**src/rtl/pri_encoder_rr.sv**
```systemverilog
// pri_encoder_rr
// Registered N-to-log2(N) priority encoder with a valid/ready output handshake.
// Each accepted cycle captures one grant from the request vector. The search
// is either fixed priority, where bit 0 is highest, or round-robin from a
// rotating pointer. An empty request vector is reported as out_valid = 0
// instead of a default code.
//
// Ports:
//   clk        rising-edge clock
//   rst        synchronous active-high reset
//   req        [N-1:0] request vector, sampled on load cycles only
//   mode       0 = fixed priority, 1 = round-robin
//   out_ready  consumer accepts out_idx this cycle
//   out_valid  out_idx holds a valid grant
//   out_idx    [W-1:0] encoded index of the granted request
//   out_multi  more than one req bit was set when out_idx was captured
//
// Build option:
//   PRI_ENC_MULTI_EN  When defined, out_multi is computed and registered with
//                     out_idx. When undefined, out_multi is tied to 0 and the
//                     multiple-request detection is not compiled.
//
// N must be a power of two and at least 2. Round-robin index arithmetic
// relies on W-bit wraparound being the same as modulo N.

module pri_encoder_rr #(
    parameter int N = 8,
    parameter int W = $clog2(N)
) (
    input  logic         clk,
    input  logic         rst,
    input  logic [N-1:0] req,
    input  logic         mode,
    input  logic         out_ready,
    output logic         out_valid,
    output logic [W-1:0] out_idx,
    output logic         out_multi
);

    logic [W-1:0]   ptr;
    logic           load;
    logic           any_req;
    logic [2*N-1:0] req_dbl;
    logic [N-1:0]   req_rot;
    logic [W-1:0]   fixed_grant;
    logic [W-1:0]   rot_offset;
    logic [W-1:0]   grant;

    // Index of the lowest set bit. Returns 0 when no bit is set; callers
    // qualify the result with any_req.
    function automatic logic [W-1:0] lowest_set(input logic [N-1:0] v);
        logic [W-1:0] idx;
        logic         found;
        idx   = '0;
        found = 1'b0;
        for (int unsigned i = 0; i < N; i++) begin
            if (v[i] && !found) begin
                idx   = W'(i);
                found = 1'b1;
            end
        end
        return idx;
    endfunction

    assign load    = !out_valid || out_ready;
    assign any_req = |req;

    // Round-robin search: rotate req right by ptr so that the pointer
    // position becomes bit 0. Then take the lowest set bit and add ptr back.
    // The W-bit sum wraps modulo N.
    assign req_dbl = {req, req} >> ptr;
    assign req_rot = req_dbl[N-1:0];

    always_comb begin
        fixed_grant = lowest_set(req);
        rot_offset  = lowest_set(req_rot);
        grant       = mode ? W'(ptr + rot_offset) : fixed_grant;
    end

`ifdef PRI_ENC_MULTI_EN
    logic req_multi;

    // Clearing the lowest set bit leaves a nonzero value exactly when at
    // least two bits were set. This is the same as popcount(req) > 1.
    assign req_multi = (req & (req - N'(1))) != '0;
`else
    assign out_multi = 1'b0;
`endif

    always_ff @(posedge clk) begin
        if (rst) begin
            out_valid <= 1'b0;
            out_idx   <= '0;
            ptr       <= '0;
`ifdef PRI_ENC_MULTI_EN
            out_multi <= 1'b0;
`endif
        end else if (load) begin
            out_valid <= any_req;
            if (any_req) begin
                out_idx <= grant;
`ifdef PRI_ENC_MULTI_EN
                out_multi <= req_multi;
`endif
                // The pointer only moves on a round-robin grant. It is left
                // alone in fixed mode, so it is still in place when
                // round-robin mode resumes.
                if (mode) begin
                    ptr <= W'(grant + W'(1));
                end
            end else begin
                out_idx <= '0;
`ifdef PRI_ENC_MULTI_EN
                out_multi <= 1'b0;
`endif
            end
        end
    end

endmodule

```
**config.mk**
```make
export PLATFORM = sky130hd
export DESIGN_NAME = pri_encoder_rr
export DESIGN_NICKNAME = d
export VERILOG_FILES = /design/src/rtl/pri_encoder_rr.sv
export SDC_FILE = /design/constraint.sdc
export NUM_CORES = 1
export LEC_CHECK = 0
export BUFFER_PORTS_ARGS = -buffer_cell sky130_fd_sc_hd__buf_2
export CAP_MARGIN = 5
export CORE_UTILIZATION = 35
export CTS_BUF_LIST = sky130_fd_sc_hd__clkbuf_16
export DETAILED_ROUTE_END_ITERATION = 6
export PLACE_DENSITY = 0.51
export SKIP_CTS_REPAIR_TIMING = 1
export SLEW_MARGIN = 20
export SYNTH_ARGS = -nofsm -noshare
export SYNTH_HDL_FRONTEND = slang
export SYNTH_SLANG_ARGS = --single-unit
export TNS_END_PERCENT = 10
```
**constraint.sdc**
```tcl
create_clock -name clk -period 5.4 [get_ports clk]
set_input_delay 0.54 -clock clk [delete_from_list [all_inputs] [get_ports clk]]
set_output_delay 0.54 -clock clk [all_outputs]
set_load 0.02 [all_outputs]
```
## After elaboration in Yosys (flattened, before gate mapping)

Index checks and enable logic that the tools add are counted.

- Flip-flop bits (word level): 7
- Bits in latches: 0
- Memory bits (writable): 0
- Memory bits (read-only): 0
- Bits of input ports: 12
- Output and inout port bits: 5
- Word-level logic and storage cells: 68
- Memories kept: 0

- Add/subtract/negate cells: 2
- Multiply operators: 0
- Divide/modulo/power cells: 0
- $lt $le $gt $ge: 0
- Equality and inequality tests: 0
- Shift operators: 1
- Mux-type cells: 30
- Bitwise operators: 0
- Reduce and logical (&&, ||, !) cells: 32

Operators by type and width:

| cell | number |
|---|---|
| $mux W3 | 13 |
| $mux W1 | 16 |
| $shr A16 B3 Y8 | 1 |
| $logic_not A1 Y1 | 15 |
| $logic_and A1 B1 Y1 | 14 |
| $reduce_or A8 Y1 | 1 |
| $add A3 B1 Y3 const B | 1 |
| $add A3 B3 Y3 | 1 |
| $reduce_and A3 Y1 | 1 |
| $mux W2 | 1 |
| $logic_or A1 B1 Y1 | 1 |

## Depth between registers and ports, before layout

- Depth after elaboration: 26
- Mapped depth: 14
- Gate-level depth less buffers: 13

## Worst setup path before layout

OpenSTA, ideal clock, no wires.

- Path kind: in2reg
- Start: in req[7]
- End: reg ptr[2]
- Setup time: 0.079 ns
- Arrival time: 3.090 ns
- Required time: 5.321 ns
- Slack: 2.230 ns
- Stages on the path: 10
- Buffers on the path: 0
- Path through: mux4_2 -> mux2_2 -> a211oi_2 -> a21boi_0 -> fa_1 -> nand2_1 -> o41ai_1 -> ha_1 -> xnor3_1 -> a211oi_2

- Longest elaborated chain between the ends: 26
- Elaborated cells on any way between the ends: 36
- Those cells by class: 2 x add/sub; 1 x shift; 16 x mux; 17 x reduce/logical

Ends and longest elaborated chain:

| element | line | source |
|---|---|---|
| from (decl) | 32 | `input logic [N-1:0] req,` |
| $shr A16 B3 Y8 | 71 | `assign req_dbl = {req, req} >> ptr;` |
| $mux W1 | 57 | `if (v[i] && !found) begin` |
| $logic_not A1 Y1 | 57 |  |
| $logic_and A1 B1 Y1 | 57 |  |
| $mux W1 | 57 |  |
| $logic_not A1 Y1 | 57 |  |
| $logic_and A1 B1 Y1 | 57 |  |
| $mux W1 | 57 |  |
| [... 10 more ...] | - |  |
| $logic_and A1 B1 Y1 | 57 |  |
| $mux W1 | 57 |  |
| $logic_not A1 Y1 | 57 |  |
| $logic_and A1 B1 Y1 | 57 |  |
| $mux W3 | 57 |  |
| $add A3 B3 Y3 | 77 | `grant = mode ? W'(ptr + rot_offset) : fixed_grant;` |
| $mux W3 | 77 |  |
| $add A3 B1 Y3 | 109 | `ptr <= W'(grant + W'(1));` |
| to (signal assigned) | 109 |  |
| to (decl) | 40 | `logic [W-1:0] ptr;` |

Several ways; a longest one is shown, not always the timed one.
A chain may end at the register's enable or synchronous reset.

## Worst setup path in the final report

- Start: reg ptr[1]
- End: reg ptr[2]

- Longest elaborated chain between the ends: 26
- Elaborated cells on any way between the ends: 32
- Those cells by class: 2 x add/sub; 1 x shift; 15 x mux; 14 x reduce/logical

Ends and longest elaborated chain:

| element | line |
|---|---|
| $shr A16 B3 Y8 | 71 |
| $mux W1 | 57 |
| $logic_not A1 Y1 | 57 |
| $logic_and A1 B1 Y1 | 57 |
| $mux W1 | 57 |
| $logic_not A1 Y1 | 57 |
| $logic_and A1 B1 Y1 | 57 |
| $mux W1 | 57 |
| [... 10 more ...] | - |
| $logic_and A1 B1 Y1 | 57 |
| $mux W1 | 57 |
| $logic_not A1 Y1 | 57 |
| $logic_and A1 B1 Y1 | 57 |
| $mux W3 | 57 |
| $add A3 B3 Y3 (*) | 77 |
| $mux W3 (*) | 77 |
| $add A3 B1 Y3 (*) | 109 |

Every way passes the cells marked *; elsewhere a longest branch is shown, timed or not.

==> impl_metrics.env <==
export IMPL_placed_cells=132
export IMPL_boundaryPins=17
export IMPL_path_cells="mux2i_1 -> mux2i_1 -> o32ai_1 -> nand3_1 -> a31oi_1 -> ha_1 -> fa_1 -> nand2_1 -> o41ai_1 -> ha_1 -> xnor3_1 -> a211oi_2"
export IMPL_clkLatencyLatePin_ns=0.23
export IMPL_standard_cell_with_the_maximum_stage_delay_on_the_critical_path="sky130_fd_sc_hd__dfxtp_1"
export IMPL_dominantRegCellSynth="sky130_fd_sc_hd__dfxtp_1"
export IMPL_cts_buffers=3
export IMPL_drive_gt1_share_pct=27.8
export IMPL_ctsHtreeMaxLevel=1
export IMPL_layoutNonFillerInstCount=136
export IMPL_core_mm2=0.00230
export IMPL_dpl_cell_area_um2=951
export IMPL_detailedRoute_firstPassIterationCount=4
export IMPL_synth_seq_cells=7
export IMPL_syn_num_nets=112
export IMPL_slowest_delay_ns=0.75
export IMPL_final_cell_mix="15 x sky130_fd_sc_hd__buf_2, 11 x sky130_fd_sc_hd__mux2i_1, 9 x sky130_fd_sc_hd__nor2_1"
export IMPL_drt_vias_per_instance=5.85
export IMPL_status="finished clean"
export IMPL_final_antenna_diode_count=0
export IMPL_path_clk_slew_ns=0.04
export IMPL_preCtsSetupSlack_ns=1.68
export IMPL_synth_largest_area_cell="sky130_fd_sc_hd__dfxtp_1"
export IMPL_syn_avg_cell_area_um2=9.15
export IMPL_grt_setup_unrepaired="no"
export IMPL_critPathTopFamily="compound AO/OA/AOI/OAI gates"
export IMPL_yosysSeqAreaShare_pct=15.8
export IMPL_worst_pin_slew_ns=0.690
export IMPL_grt_first_pass_wirelength_mm=3.39
export IMPL_global_route_usage_total_pct=17.2
export IMPL_maximum_vdd_drop_v=0.000323
export IMPL_drv_cap=0
export IMPL_final_common_cell="sky130_fd_sc_hd__buf_2"
export IMPL_gp_congestion=0.721
export IMPL_synth_cell_type_count=43
export IMPL_critPathKind="register to register"
export IMPL_post_synth_main_area_contributors="sky130_fd_sc_hd__dfxtp_1 16%, sky130_fd_sc_hd__mux4_2 13%, sky130_fd_sc_hd__mux2i_1 12%"
export IMPL_die_width_um=52.3
export IMPL_setup_worst_path_start_class="register"
export IMPL_setup_reg_to_reg_worst_slack_ns=1.67
export IMPL_fp_dieH_um=52.3
export IMPL_ctsLongestPathBuffers=2
export IMPL_setup_viol=0
export IMPL_worstPathMaxFanout=13
export IMPL_dr_wl_cell_um=15.0
export IMPL_drt_iter0_drc=15
export IMPL_areaGrowthSynthToFinish_pct=16.1
export IMPL_nets=124
export IMPL_post_dp_hpwl_mm=1.53
export IMPL_min_delay_path_class="register to register"
export IMPL_clk_root_buf="sky130_fd_sc_hd__clkbuf_16"
export IMPL_leakagePower_nw=0.407
export IMPL_yosys_synthesis_warning_count=0
export IMPL_post_detailed_route_drc_marker_count=0
export IMPL_timing_slew_headroom_pct=53.9
export IMPL_fin_crit_sh_pct=69.1
export IMPL_area_sequential_um2=140
export IMPL_hold_worst_slack_ns=0.505
export IMPL_cts_tree="yes"
export IMPL_synth_async_reset_ratio_pct=0
export IMPL_final_antenna_net_count=0
export IMPL_number_of_buffer_and_inverter_instances_along_the_worst_setup_path=0
export IMPL_synth_edff_count=0
export IMPL_critPathCaptureType="register"
export IMPL_final_setup_worst_slack_ns=1.67
export IMPL_grt_pass1_vias=721
export IMPL_dr_total_vias=796
export IMPL_largest_net_degree_at_the_start_of_global_routing=18
export IMPL_buffer_ports_inserted=15
export IMPL_timing_fmax_ghz=0.268
export IMPL_synthCells=97
export IMPL_fin_tns_setup_ns=0
export IMPL_design_area_mm2=0.00103
export IMPL_post_synth_instance_area_um2=887
export IMPL_layout_filler_cells=220
export IMPL_skew_ns=0.00107
export IMPL_report_final_slew_viol_count=0
export IMPL_globalRoute_totalOverflow=0
export IMPL_drt_wl_total_mm=2.04
export IMPL_total_power_divided_by_cell_area_mw_per_mm2=336
export IMPL_num_rows=17
export IMPL_cp_data_required_time_ns=5.55
export IMPL_design_die_area_mm2=0.00274
export IMPL_netlist_area_leader_share_pct=15.8
export IMPL_initial_antenna_violation_count=0
export IMPL_cp_arrival_ns=3.88
export IMPL_combined_area_of_the_multi_input_logic_cells_um2=689
export IMPL_clock_sinks=7
export IMPL_period_needed_ns=3.73
export IMPL_initial_core_util_pct=38.6
export IMPL_final_hold_viol_count=0
[tightest hold or removal path, stage by stage (launching register included)]
cell,delay [ns]
sky130_fd_sc_hd__dfxtp_1,0.31
sky130_fd_sc_hd__a22oi_1,0.08
sky130_fd_sc_hd__nor2_1,0.08
[final timing paths]
path                endpoint  depth (start not counted)  startpoint
setup / recovery      ptr[2]                         12      ptr[1]
hold / removal    out_idx[1]                          2  out_idx[1]
setup reg to reg      ptr[2]                         12      ptr[1]
hold reg to reg   out_idx[1]                          2  out_idx[1]
[cell usage after synthesis (2+ instances only)]
library cell and instances:
sky130_fd_sc_hd__nor3_1 3, sky130_fd_sc_hd__nand3b_1 2, sky130_fd_sc_hd__xnor2_1 2, sky130_fd_sc_hd__a22oi_1 3, sky130_fd_sc_hd__o21ai_0 3, sky130_fd_sc_hd__dfxtp_1 7, sky130_fd_sc_hd__a211oi_2 2, sky130_fd_sc_hd__inv_1 3
sky130_fd_sc_hd__a21oi_1 3, sky130_fd_sc_hd__mux4_2 5, sky130_fd_sc_hd__ha_1 2, sky130_fd_sc_hd__and3b_1 2, sky130_fd_sc_hd__mux2i_1 11, sky130_fd_sc_hd__o41ai_1 3, sky130_fd_sc_hd__nand2b_1 2, sky130_fd_sc_hd__nand2_1 4
sky130_fd_sc_hd__nand3_1 2, sky130_fd_sc_hd__buf_4 2, sky130_fd_sc_hd__clkbuf_1 3, sky130_fd_sc_hd__nor2_1 9, sky130_fd_sc_hd__mux2_2 2
[routing by layer]
metal / vias to the layer above / track usage, % / wire length (um)
met5: - / 0 / 0
met4: 0 / 5.26 / 0
met3: 0 / 5.22 / 89
met2: 17 / 24.9 / 895
met1: 387 / 24.2 / 1060
li1: 392 / - / -
[cell type report]
class | count | area share, %
multi-input cells | 79 | 67.0
inverters | 3 | 1.09
clock buffers | 3 | 7.29
repair buffers | 15 | 7.29
clock inverters | 1 | 0.365
flip-flops and latches | 7 | 13.6
well taps | 28 | 3.40
[registers in the layout, summed over array words and instances (netlist names)]
register   flops
out_valid      1
ptr            3
out_idx        3
[stage by stage]
| stage | util [%] | total power, W |
|---|---|---|
| floorplan | - | 0.000193 |
| global placement | 41.4 | 0.000218 |
| detailed placement | 41.4 | 0.000221 |
| CTS | 44.8 | 0.000347 |
| global route | 44.8 | 0.000368 |
| finish | 44.8 | 0.000346 |
[logic make-up (layout without fill, tap and decap cells)]
logic type                 after synthesis  in the layout  share of synthesized area, %
and+or+nand+nor                         32             32                          21.0
other                                    1              1                         0.423
AOI/OAI and AO/OA                       22             22                          19.0
DFF                                      7              7                          15.8
buffers and inverters                   11             22                          6.49
adders and majority gates                3              3                          5.08
muxes                                   18             18                          27.6
xor gates and xnor gates                 3              3                          4.51
[power breakdown]
group          total (W)  internal (W)  switching [W]
Clock           0.000124     0.0000963      0.0000277
Combinational   0.000142     0.0000723      0.0000697
Sequential     0.0000798     0.0000591      0.0000206
Total           0.000346      0.000228       0.000118
Note: power is estimated with default switching activity, not from simulation.
